$ cat src/rtl/nco_mon_pkg.sv
// Shared definitions for the NCO select/wave protocol monitor.
//   err_e      : error code reported on first_err
//   NUM_CHK    : number of independent checks
//   IDX_*      : bit positions of each check in err_flags / err_cnt
//   first_code : priority pick of the error code when several checks fire together
package nco_mon_pkg;

    typedef enum logic [1:0] {
        ERR_RST   = 2'd0,
        ERR_HOLD  = 2'd1,
        ERR_RESP  = 2'd2,
        ERR_STALL = 2'd3
    } err_e;

    localparam int NUM_CHK   = 4;
    localparam int IDX_RST   = 0;
    localparam int IDX_HOLD  = 1;
    localparam int IDX_RESP  = 2;
    localparam int IDX_STALL = 3;

    // Lowest index wins: rst > hold > resp > stall.
    function automatic err_e first_code(input logic [NUM_CHK-1:0] errs);
        err_e code;
        if (errs[IDX_RST])       code = ERR_RST;
        else if (errs[IDX_HOLD]) code = ERR_HOLD;
        else if (errs[IDX_RESP]) code = ERR_RESP;
        else                     code = ERR_STALL;
        return code;
    endfunction

endpackage

$ cat src/rtl/nco_mon_sat_cnt.sv
// Saturating up-counter with synchronous clear.
//   clk, resetn : clock, async active-low reset
//   inc_i       : count one when set (ignored once all-ones)
//   clr_i       : synchronous clear, wins over inc_i
//   cnt_o       : current count
module nco_mon_sat_cnt #(
    parameter int WIDTH = 8
) (
    input  logic             clk,
    input  logic             resetn,
    input  logic             inc_i,
    input  logic             clr_i,
    output logic [WIDTH-1:0] cnt_o
);

    logic [WIDTH-1:0] cnt_q;
    logic [WIDTH-1:0] cnt_d;

    always_comb begin
        cnt_d = cnt_q;
        if (clr_i) begin
            cnt_d = '0;
        end else if (inc_i && (cnt_q != '1)) begin
            cnt_d = cnt_q + WIDTH'(1);
        end
    end

    always_ff @(posedge clk or negedge resetn) begin
        if (!resetn) begin
            cnt_q <= '0;
        end else begin
            cnt_q <= cnt_d;
        end
    end

    assign cnt_o = cnt_q;

endmodule

$ cat src/rtl/nco_protocol_monitor.sv
// Protocol monitor for the NCO select/wave interface. Samples signal_out and
// wave_out every clock and checks: wave zero right after reset, minimum select
// hold time, select-to-wave response latency, and wave stall.
//   clk, resetn  : clock, async active-low reset
//   mon_en       : checks active; when low sampling continues but windows are cleared
//   clr          : synchronous clear of flags, counts and first-error record
//   signal_out   : observed NCO select
//   wave_out     : observed NCO wave
//   err_flags    : sticky {stall,resp,hold,rst}
//   err_cnt      : saturating per-check counts, same order as err_flags
//   first_err    : code of the first error (nco_mon_pkg::err_e)
//   first_valid  : first_err / first_time hold a captured error
//   first_time   : cycle stamp of the first error
module nco_protocol_monitor
    import nco_mon_pkg::*;
#(
    parameter int SEL_W      = 3,
    parameter int WAVE_W     = 8,
    parameter int MIN_HOLD   = 31,
    parameter int RESP_LAT   = 2,
    parameter int RESP_EXACT = 1,
    parameter int STALL_LIM  = 64,
    parameter int CNT_W      = 8
) (
    input  logic                     clk,
    input  logic                     resetn,
    input  logic                     mon_en,
    input  logic                     clr,
    input  logic [SEL_W-1:0]         signal_out,
    input  logic [WAVE_W-1:0]        wave_out,
    output logic [NUM_CHK-1:0]       err_flags,
    output logic [NUM_CHK*CNT_W-1:0] err_cnt,
    output logic [1:0]               first_err,
    output logic                     first_valid,
    output logic [31:0]              first_time
);

    localparam int HOLD_W  = $clog2(MIN_HOLD + 1);
    localparam int RESP_W  = $clog2(RESP_LAT + 1);
    localparam int STALL_W = (STALL_LIM > 0) ? $clog2(STALL_LIM + 1) : 1;

    logic                prev_valid_q;
    logic [SEL_W-1:0]    prev_sel_q;
    logic [WAVE_W-1:0]   prev_wave_q;
    logic [HOLD_W-1:0]   hold_cnt_q,  hold_cnt_d;
    logic [RESP_W-1:0]   resp_cnt_q,  resp_cnt_d;
    logic                resp_seen_q, resp_seen_d;
    logic [STALL_W-1:0]  stall_cnt_q, stall_cnt_d;
    logic [NUM_CHK-1:0]  flags_q,     flags_d;
    err_e                first_err_q, first_err_d;
    logic                first_valid_q, first_valid_d;
    logic [31:0]         first_time_q,  first_time_d;
    logic [31:0]         cyc_cnt;

    logic                sel_chg;
    logic                wave_chg;
    logic                err_rst;
    logic                err_hold;
    logic                err_resp;
    logic                err_stall;
    logic [NUM_CHK-1:0]  errs;

    // No previous sample exists in the first cycle after reset, so nothing counts as a change.
    assign sel_chg  = prev_valid_q && (signal_out != prev_sel_q);
    assign wave_chg = prev_valid_q && (wave_out != prev_wave_q);
    assign err_rst  = mon_en && !prev_valid_q && (wave_out != '0);

    always_comb begin
        hold_cnt_d = hold_cnt_q;
        err_hold   = 1'b0;
        if (!mon_en) begin
            hold_cnt_d = '0;
        end else if (sel_chg) begin
            err_hold   = (hold_cnt_q != '0);
            hold_cnt_d = HOLD_W'(MIN_HOLD);
        end else if (hold_cnt_q != '0) begin
            hold_cnt_d = hold_cnt_q - HOLD_W'(1);
        end
    end

    // The old window is judged first (wave_chg in this cycle belongs to it),
    // then a select change opens a fresh one. resp_seen limits exact mode to
    // one error per window.
    always_comb begin
        resp_cnt_d  = resp_cnt_q;
        resp_seen_d = resp_seen_q;
        err_resp    = 1'b0;
        if (!mon_en) begin
            resp_cnt_d  = '0;
            resp_seen_d = 1'b0;
        end else begin
            if (resp_cnt_q != '0) begin
                if (RESP_EXACT != 0) begin
                    if (!resp_seen_q) begin
                        if (resp_cnt_q == RESP_W'(1)) begin
                            err_resp = !wave_chg;
                        end else if (wave_chg) begin
                            err_resp    = 1'b1;
                            resp_seen_d = 1'b1;
                        end
                    end
                    resp_cnt_d = resp_cnt_q - RESP_W'(1);
                end else begin
                    if (wave_chg) begin
                        resp_cnt_d = '0;
                    end else begin
                        err_resp   = (resp_cnt_q == RESP_W'(1));
                        resp_cnt_d = resp_cnt_q - RESP_W'(1);
                    end
                end
            end
            if (sel_chg) begin
                resp_cnt_d  = RESP_W'(RESP_LAT);
                resp_seen_d = 1'b0;
            end
        end
    end

    // Counter parks at the limit so a long stall reports only once.
    always_comb begin
        stall_cnt_d = stall_cnt_q;
        err_stall   = 1'b0;
        if (!mon_en || (STALL_LIM == 0)) begin
            stall_cnt_d = '0;
        end else if (wave_chg) begin
            stall_cnt_d = '0;
        end else if (prev_valid_q && (stall_cnt_q != STALL_W'(STALL_LIM))) begin
            stall_cnt_d = stall_cnt_q + STALL_W'(1);
            err_stall   = (stall_cnt_d == STALL_W'(STALL_LIM));
        end
    end

    always_comb begin
        errs            = '0;
        errs[IDX_RST]   = err_rst;
        errs[IDX_HOLD]  = err_hold;
        errs[IDX_RESP]  = err_resp;
        errs[IDX_STALL] = err_stall;
    end

    always_comb begin
        flags_d       = flags_q | errs;
        first_err_d   = first_err_q;
        first_valid_d = first_valid_q;
        first_time_d  = first_time_q;
        if (clr) begin
            flags_d       = '0;
            first_err_d   = ERR_RST;
            first_valid_d = 1'b0;
            first_time_d  = '0;
        end else if (!first_valid_q && (errs != '0)) begin
            first_err_d   = first_code(errs);
            first_valid_d = 1'b1;
            first_time_d  = cyc_cnt;
        end
    end

    always_ff @(posedge clk or negedge resetn) begin
        if (!resetn) begin
            prev_valid_q  <= 1'b0;
            prev_sel_q    <= '0;
            prev_wave_q   <= '0;
            hold_cnt_q    <= '0;
            resp_cnt_q    <= '0;
            resp_seen_q   <= 1'b0;
            stall_cnt_q   <= '0;
            flags_q       <= '0;
            first_err_q   <= ERR_RST;
            first_valid_q <= 1'b0;
            first_time_q  <= '0;
        end else begin
            prev_valid_q  <= 1'b1;
            prev_sel_q    <= signal_out;
            prev_wave_q   <= wave_out;
            hold_cnt_q    <= hold_cnt_d;
            resp_cnt_q    <= resp_cnt_d;
            resp_seen_q   <= resp_seen_d;
            stall_cnt_q   <= stall_cnt_d;
            flags_q       <= flags_d;
            first_err_q   <= first_err_d;
            first_valid_q <= first_valid_d;
            first_time_q  <= first_time_d;
        end
    end

    for (genvar c = 0; c < NUM_CHK; c++) begin : g_cnt
        nco_mon_sat_cnt #(
            .WIDTH (CNT_W)
        ) u_err_cnt (
            .clk    (clk),
            .resetn (resetn),
            .inc_i  (errs[c]),
            .clr_i  (clr),
            .cnt_o  (err_cnt[c*CNT_W +: CNT_W])
        );
    end

    // Free-running time base; not affected by clr so stamps stay comparable.
    nco_mon_sat_cnt #(
        .WIDTH (32)
    ) u_cyc_cnt (
        .clk    (clk),
        .resetn (resetn),
        .inc_i  (1'b1),
        .clr_i  (1'b0),
        .cnt_o  (cyc_cnt)
    );

    assign err_flags   = flags_q;
    assign first_err   = first_err_q;
    assign first_valid = first_valid_q;
    assign first_time  = first_time_q;

endmodule

$ cat config.mk
export PLATFORM = sky130hd
export DESIGN_NAME = nco_protocol_monitor
export DESIGN_NICKNAME = d
export VERILOG_FILES = /design/src/rtl/nco_mon_pkg.sv /design/src/rtl/nco_mon_sat_cnt.sv /design/src/rtl/nco_protocol_monitor.sv
export SDC_FILE = /design/constraint.sdc
export NUM_CORES = 1
export LEC_CHECK = 0
export ABC_CLOCK_PERIOD_IN_PS = 4200
export CAP_MARGIN = 20
export CORE_MARGIN = 5
export CORE_UTILIZATION = 38
export CTS_CLUSTER_DIAMETER = 30
export DETAILED_ROUTE_END_ITERATION = 12
export GPL_TIMING_DRIVEN = 0
export PLACE_DENSITY_LB_ADDON = 0.15
export SETUP_SLACK_MARGIN = 0.5
export SYNTH_ARGS = -nofsm -noshare
export SYNTH_HDL_FRONTEND = slang
export SYNTH_SLANG_ARGS = --single-unit
$ cat constraint.sdc
create_clock -name clk -period 4.2 [get_ports clk]
set_input_delay 0.84 -clock clk [delete_from_list [all_inputs] [get_ports clk]]
set_output_delay 0.84 -clock clk [all_outputs]
set_load 0.01 [all_outputs]
## Word-level counts from Yosys, hierarchy flattened

Index checks and enable logic that the tools add are counted.

| word-level totals | value |
|---|---|
| output and inout bits | 71 |
| register bits | 130 |

| operators by class | value |
|---|---|
| eq/ne operators | 13 |
| reductions and logical operators | 22 |
| muxes and demuxes | 42 |
| bitwise gates (word level) | 1 |
| $add $sub $neg | 8 |

Operator list:

| cell | count |
|---|---|
| $mux 32 | 2 |
| $mux 8 | 8 |
| $add 32x1->32 const B | 1 |
| $add 8x1->8 const B | 4 |
| $ne 32x32->1 const B | 1 |
| $ne 8x8->1 const B | 4 |
| $mux 7 | 3 |
| $mux 1 | 18 |
| $mux 5 | 3 |
| $mux 2 | 7 |
| $reduce_bool 2->1 | 6 |
| $logic_and 1x1->1 | 10 |
| $ne 3x1->1 const B | 3 |
| $ne 8x8->1 | 1 |
| $reduce_bool 8->1 | 1 |
| $add 7x1->7 const B | 1 |
| $eq 7x7->1 const B | 1 |
| $ne 7x7->1 const B | 1 |
| $reduce_bool 5->1 | 1 |
| $sub 5x1->5 const B | 1 |
| $mux 4 | 1 |
| $or 4x4->4 | 1 |
| $reduce_bool 4->1 | 1 |
| $logic_not 1->1 | 3 |
| 3 further kinds | 3 |

## Logic depth before layout (Yosys ltp)

| logic depth | value |
|---|---|
| depth after elaboration | 12 |
| depth in mapped cells | 11 |
| gate-level depth less buffers | 11 |

## By module

Synthesis repeated with hierarchy kept, for this count alone.

| second synthesis, totals | value |
|---|---|
| cell total of the unflattened synthesis | 787 |
| area total of the unflattened synthesis | 7519.7 sq um |

By module, submodules not included:

| module | area an instance (sq um) | times used | cells each | sequential area each (sq um) |
|---|---|---|---|---|
| nco_protocol_monitor | 3808.7 | 1 | 393 | 1651.6 |
| nco_mon_sat_cnt (g_cnt[0].u_err_cnt ...) | 464.2 | 4 | 49 | 200.2 |
| nco_mon_sat_cnt (u_cyc_cnt) | 1854.3 | 1 | 198 | 800.8 |

## Worst setup path after synthesis

Ideal clock, no wire load.

| timing | value |
|---|---|
| path kind | input port to flip-flop |
| start | input wave_out[2] |
| end | register g_cnt[2].u_err_cnt.cnt_q[5] |
| library setup time | 78 ps |
| data arrival time | 3089 ps |
| buffers on the path | 0 |
| data required time | 4122 ps |
| setup slack | 1033 ps |
| stages on the path | 10 |
| path through | xnor2_1 > nand4_1 > o21ai_1 > inv_1 > ha_1 > nor4b_2 > o31a_1 > nand4_1 > or3_1 > a21oi_1 |

| on the way | value |
|---|---|
| longest elaborated chain between the ends | 9 |

RTL lines:

| what | line | source |
|---|---|---|
| start: declaration | nco_protocol_monitor.sv:30 | `input logic [WAVE_W-1:0] wave_out,` |
| $ne 8x8->1 * | nco_protocol_monitor.sv:65 | `assign wave_chg = prev_valid_q && (wave_out != prev_wave_q);` |
| $logic_and 1x1->1 * | nco_protocol_monitor.sv:65 |  |
| $mux 1 or $logic_not 1->1 (tied branches) | nco_protocol_monitor.sv:97, nco_protocol_monitor.sv:96 |  |
| $mux 1 * | nco_protocol_monitor.sv:95 | `if (resp_cnt_q == RESP_W'(1)) begin` |
| $mux 1 * | nco_protocol_monitor.sv:94 | `if (!resp_seen_q) begin` |
| $mux 1 * | nco_protocol_monitor.sv:92 | `if (resp_cnt_q != '0) begin` |
| $mux 1 * | nco_protocol_monitor.sv:88 | `if (!mon_en) begin` |
| $logic_and 1x1->1 * | nco_mon_sat_cnt.sv:23 | `end else if (inc_i && (cnt_q != '1)) begin` |
| $reduce_bool 2->1 (no line) * | n/a |  |
| end signal: assignment | nco_mon_sat_cnt.sv:32 | `cnt_q <= cnt_d;` |
| end: declaration | nco_mon_sat_cnt.sv:16 | `logic [WIDTH-1:0] cnt_q;` |

Every way passes the cells marked *; elsewhere a longest branch is shown, timed or not.
A chain may end at the register's enable or synchronous reset.

## Worst setup path in the final report

| timing | value |
|---|---|
| start | input wave_out[4] |
| end | register g_cnt[2].u_err_cnt.cnt_q[5] |

The elaborated chain is that of the path after synthesis.

==> qor.yml <==
status: "completed"
synth-edff-count: 0
cellPowerDensity_nw_per_um2: 406.0
cp_max_fo: 8
dp_hpwl_um: 9886
gr-total-overflow: 0
area_growth_pct: 29.48
die_y_um: 139.1
htreeDepth: 4
period_share_pct: 82.02
drv_cap: 0
power.leakage_nw: 3.399
die_width_um: 139.1
synth-seq-cells: 130
portBuffers: 83
grt_max_degree: 80
worst_skew_pair.late_latency_ns: 0.42
synth_area_leader_cell: "dfrtp_1"
finalHoldViolCount: 0
drv_slew: 0
routed_wl_um: 13920
num_vias: 4549
synthesis.instances: 593
synthFlopType: "dfrtp_1"
critPathCaptureType: "flop"
pin_count: 86
core_um2: 16470
critical-path-top-delay-family: "simple AND/OR/NAND/NOR gates"
hold_buffers: 0
fin_ws_ns: 0.7553
cp_slowest_stage_delay_ns: 0.54
critical_path_depth: 11
synth_top_area_share_pct: 51.40
drt_iter0_markers: 196
required_ns: 4.54
layout-drive-gt1-share_pct: 6.761
nNetsFinal: 724
numCtsBuffers: 17
cts_tree: "done"
fin_worst_skew_ns: 0.01154
crit_top_cell: "nand4_1"
synth.distinct_cells: 50
startpoint_type: "input port"
drc: 0
yosysSeqAreaShare_pct: 51.40
reg2reg_depth: 10
post-place-ws_ns: -0.1164
syn-num-nets: 620
grt_pass1_wl_um: 24200
grt_usage_pct: 15.43
fin_crit_ns: 3.445
async_reset_ff_share_pct: 100.0
netlist_area_um2: 6329
rsz0062_at_grt: "no"
irDropWorstVdd_uv: 263.3
arrival_ns: 3.79
initial_utilization_pct: 38.43
num_rows: 47
hold_slack_ns: 0.3756
fmaxAchievable_mhz: 290.3
synth_area_per_cell_um2: 10.67
cts.sinks: 130
dieArea_um2: 19330
setup_viol: 0
critPathBufInv: 2
slowest_stage: "clkdlybuf4s50_1"
wire_per_inst_um: 14.96
synthTopCellsByArea: "dfrtp_1, xnor2_1, nand2b_1"
synth_warnings: 0
routabilityCongestion: 0.7943
n_antenna_cell: 0
root_buffer: "clkbuf_16"
path_class: "input port to flop"
worstMarginPinSlew_ns: 0.8627
drt-vias-per-instance: 4.891
path_cells: "clkdlybuf4s50_1 > xnor2_1 > nand4_1 > o21ai_4 > inv_1 > ha_1 > nor4b_4 > o31a_1 > nand4_1 > or3_1 > a21oi_1"
clk_pin_slew_ns: 0.06
grt_pass1_vias: 4889
hold_path_class: "input port to asynchronous set/reset pin"
clk_path_buf_depth: 2
dr.pass1.iters: 4
antenna_found_initial: 0
slew_headroom_pct: 42.10
drtAntennaViolNets: 0
-- flip-flops by register name, indices dropped and copies added (netlist names), 2 cells and up --
register               count
hold_cnt_q                 5
g_cnt.u_err_cnt.cnt_o     32
first_time                32
resp_cnt_q                 2
prev_wave_q                8
err_flags                  4
first_err                  2
u_cyc_cnt.cnt_o           32
stall_cnt_q                7
prev_sel_q                 3
-- cell families after synthesis --
group / after synthesis / synth area share [%]
compound gates: 51 / 5.872
xor+xnor: 76 / 10.52
fa+ha+maj: 12 / 2.372
buf+inv: 40 / 2.748
flops: 130 / 51.40
mux: 37 / 5.872
other cells: 1 / 0.05926
simple gates: 246 / 21.15
-- routing by layer --
layer	vias up	global-route usage [%]	share of wire [%]
met5	-	0	0
met4	0	5.201	1.1
met3	12	4.552	3.6
met2	59	25.57	50
met1	2256	19.37	46
li1	2222	-	-
-- worst paths after layout --
check                                    start                           to  slack (ns)
max                                wave_out[4]  g_cnt[2].u_err_cnt.cnt_o[5]        0.76
min                                     resetn               stall_cnt_q[6]        0.38
max reg2reg                     prev_wave_q[1]  g_cnt[2].u_err_cnt.cnt_o[5]        1.32
min reg2reg                u_cyc_cnt.cnt_o[22]          u_cyc_cnt.cnt_o[22]        0.49
max in group asynchronous               resetn                  resp_seen_q        3.06
min in group clk           u_cyc_cnt.cnt_o[22]          u_cyc_cnt.cnt_o[22]        0.49
-- layout by cell type (no fill, tap or decap), types with 3 or more instances in the layout --
master	n
clkbuf_16	17
nor3_1	10
dfrtp_1	130
ha_1	12
nand2b_1	67
inv_1	20
nor2_1	53
nand4_1	21
clkbuf_1	15
nand2_1	32
xor2_1	26
nand3_1	21
o21ai_0	9
a31oi_1	4
or3_1	5
a311oi_1	3
nor4_1	3
and2_1	6
buf_6	4
bufinv_16	6
and4_1	6
o211ai_1	3
clkdlybuf4s50_1	82
mux2i_1	36
clkinv_4	3
a21oi_1	13
a21boi_0	4
clkbuf_8	4
xnor2_1	50
and3_1	11
nor2b_1	3
-- per-stage QoR --
| stage | instance area, um^2 | utilization (%) | total power, mW | std cells | TNS [ns] |
|---|---|---|---|---|---|
| 2_1_floorplan | 6329 | - | 1.494 | 593 | 0 |
| 3_3_place_gp | 7435 | 45.15 | 1.601 | 896 | -381.62 |
| 3_5_place_dp | 7463 | 45.33 | 1.610 | 897 | -0.6396 |
| 4_1_cts | 8179 | 49.67 | 3.372 | 929 | 0 |
| 5_1_grt | 8194 | 49.76 | 3.461 | 930 | 0 |
| 6_report | 8194 | 49.76 | 3.326 | 930 | 0 |
-- synthesized netlist by cell type (2+ instances only) --
cell type	n
and4_1	6
and2_1	6
mux2i_1	36
a311oi_1	3
dfrtp_1	130
xnor2_1	50
nand3_1	21
o211ai_1	3
ha_1	12
and3_1	11
nand2_1	32
nor2_1	53
buf_6	3
nand2b_1	67
or3_1	5
a21boi_0	4
o21ai_0	9
a21oi_1	13
nor4_1	3
inv_1	20
xor2_1	26
nor3_1	10
o21a_1	2
a31oi_1	4
nor2b_1	3
nor4b_2	2
clkbuf_1	15
nor3b_1	2
nand4_1	21
-- final cells by class --
| type | instances | area (um^2) |
|---|---|---|
| timing repair buffer | 85 | 867.1 |
| multi-input combinational | 423 | 2922 |
| buffer | 20 | 98.84 |
| clock inverter | 11 | 222.7 |
| fill | 1505 | 8272 |
| sequential | 130 | 3253 |
| inverter | 20 | 75.07 |
| tap | 220 | 275.3 |
| clock buffer | 21 | 480.5 |
-- power by group --
group	total, mW	switching [mW]	leakage, nW	internal (mW)
combinational	0.277	0.149	1.30	0.128
sequential	1.31	0.0258	1.76	1.28
clock	1.74	0.558	0.340	1.18
-- timing repair --
| action | 4_1_cts | 5_1_grt |
|---|---|---|
| hold endpoints to repair | 0 | 0 |
| gates resized for setup | 2 | 1 |
| gates cloned | 0 | 0 |
| buffers inserted | 0 | 1 |
| endpoints found under the setup margin | 31 | 2 |
(Power assumes the default switching activity.)
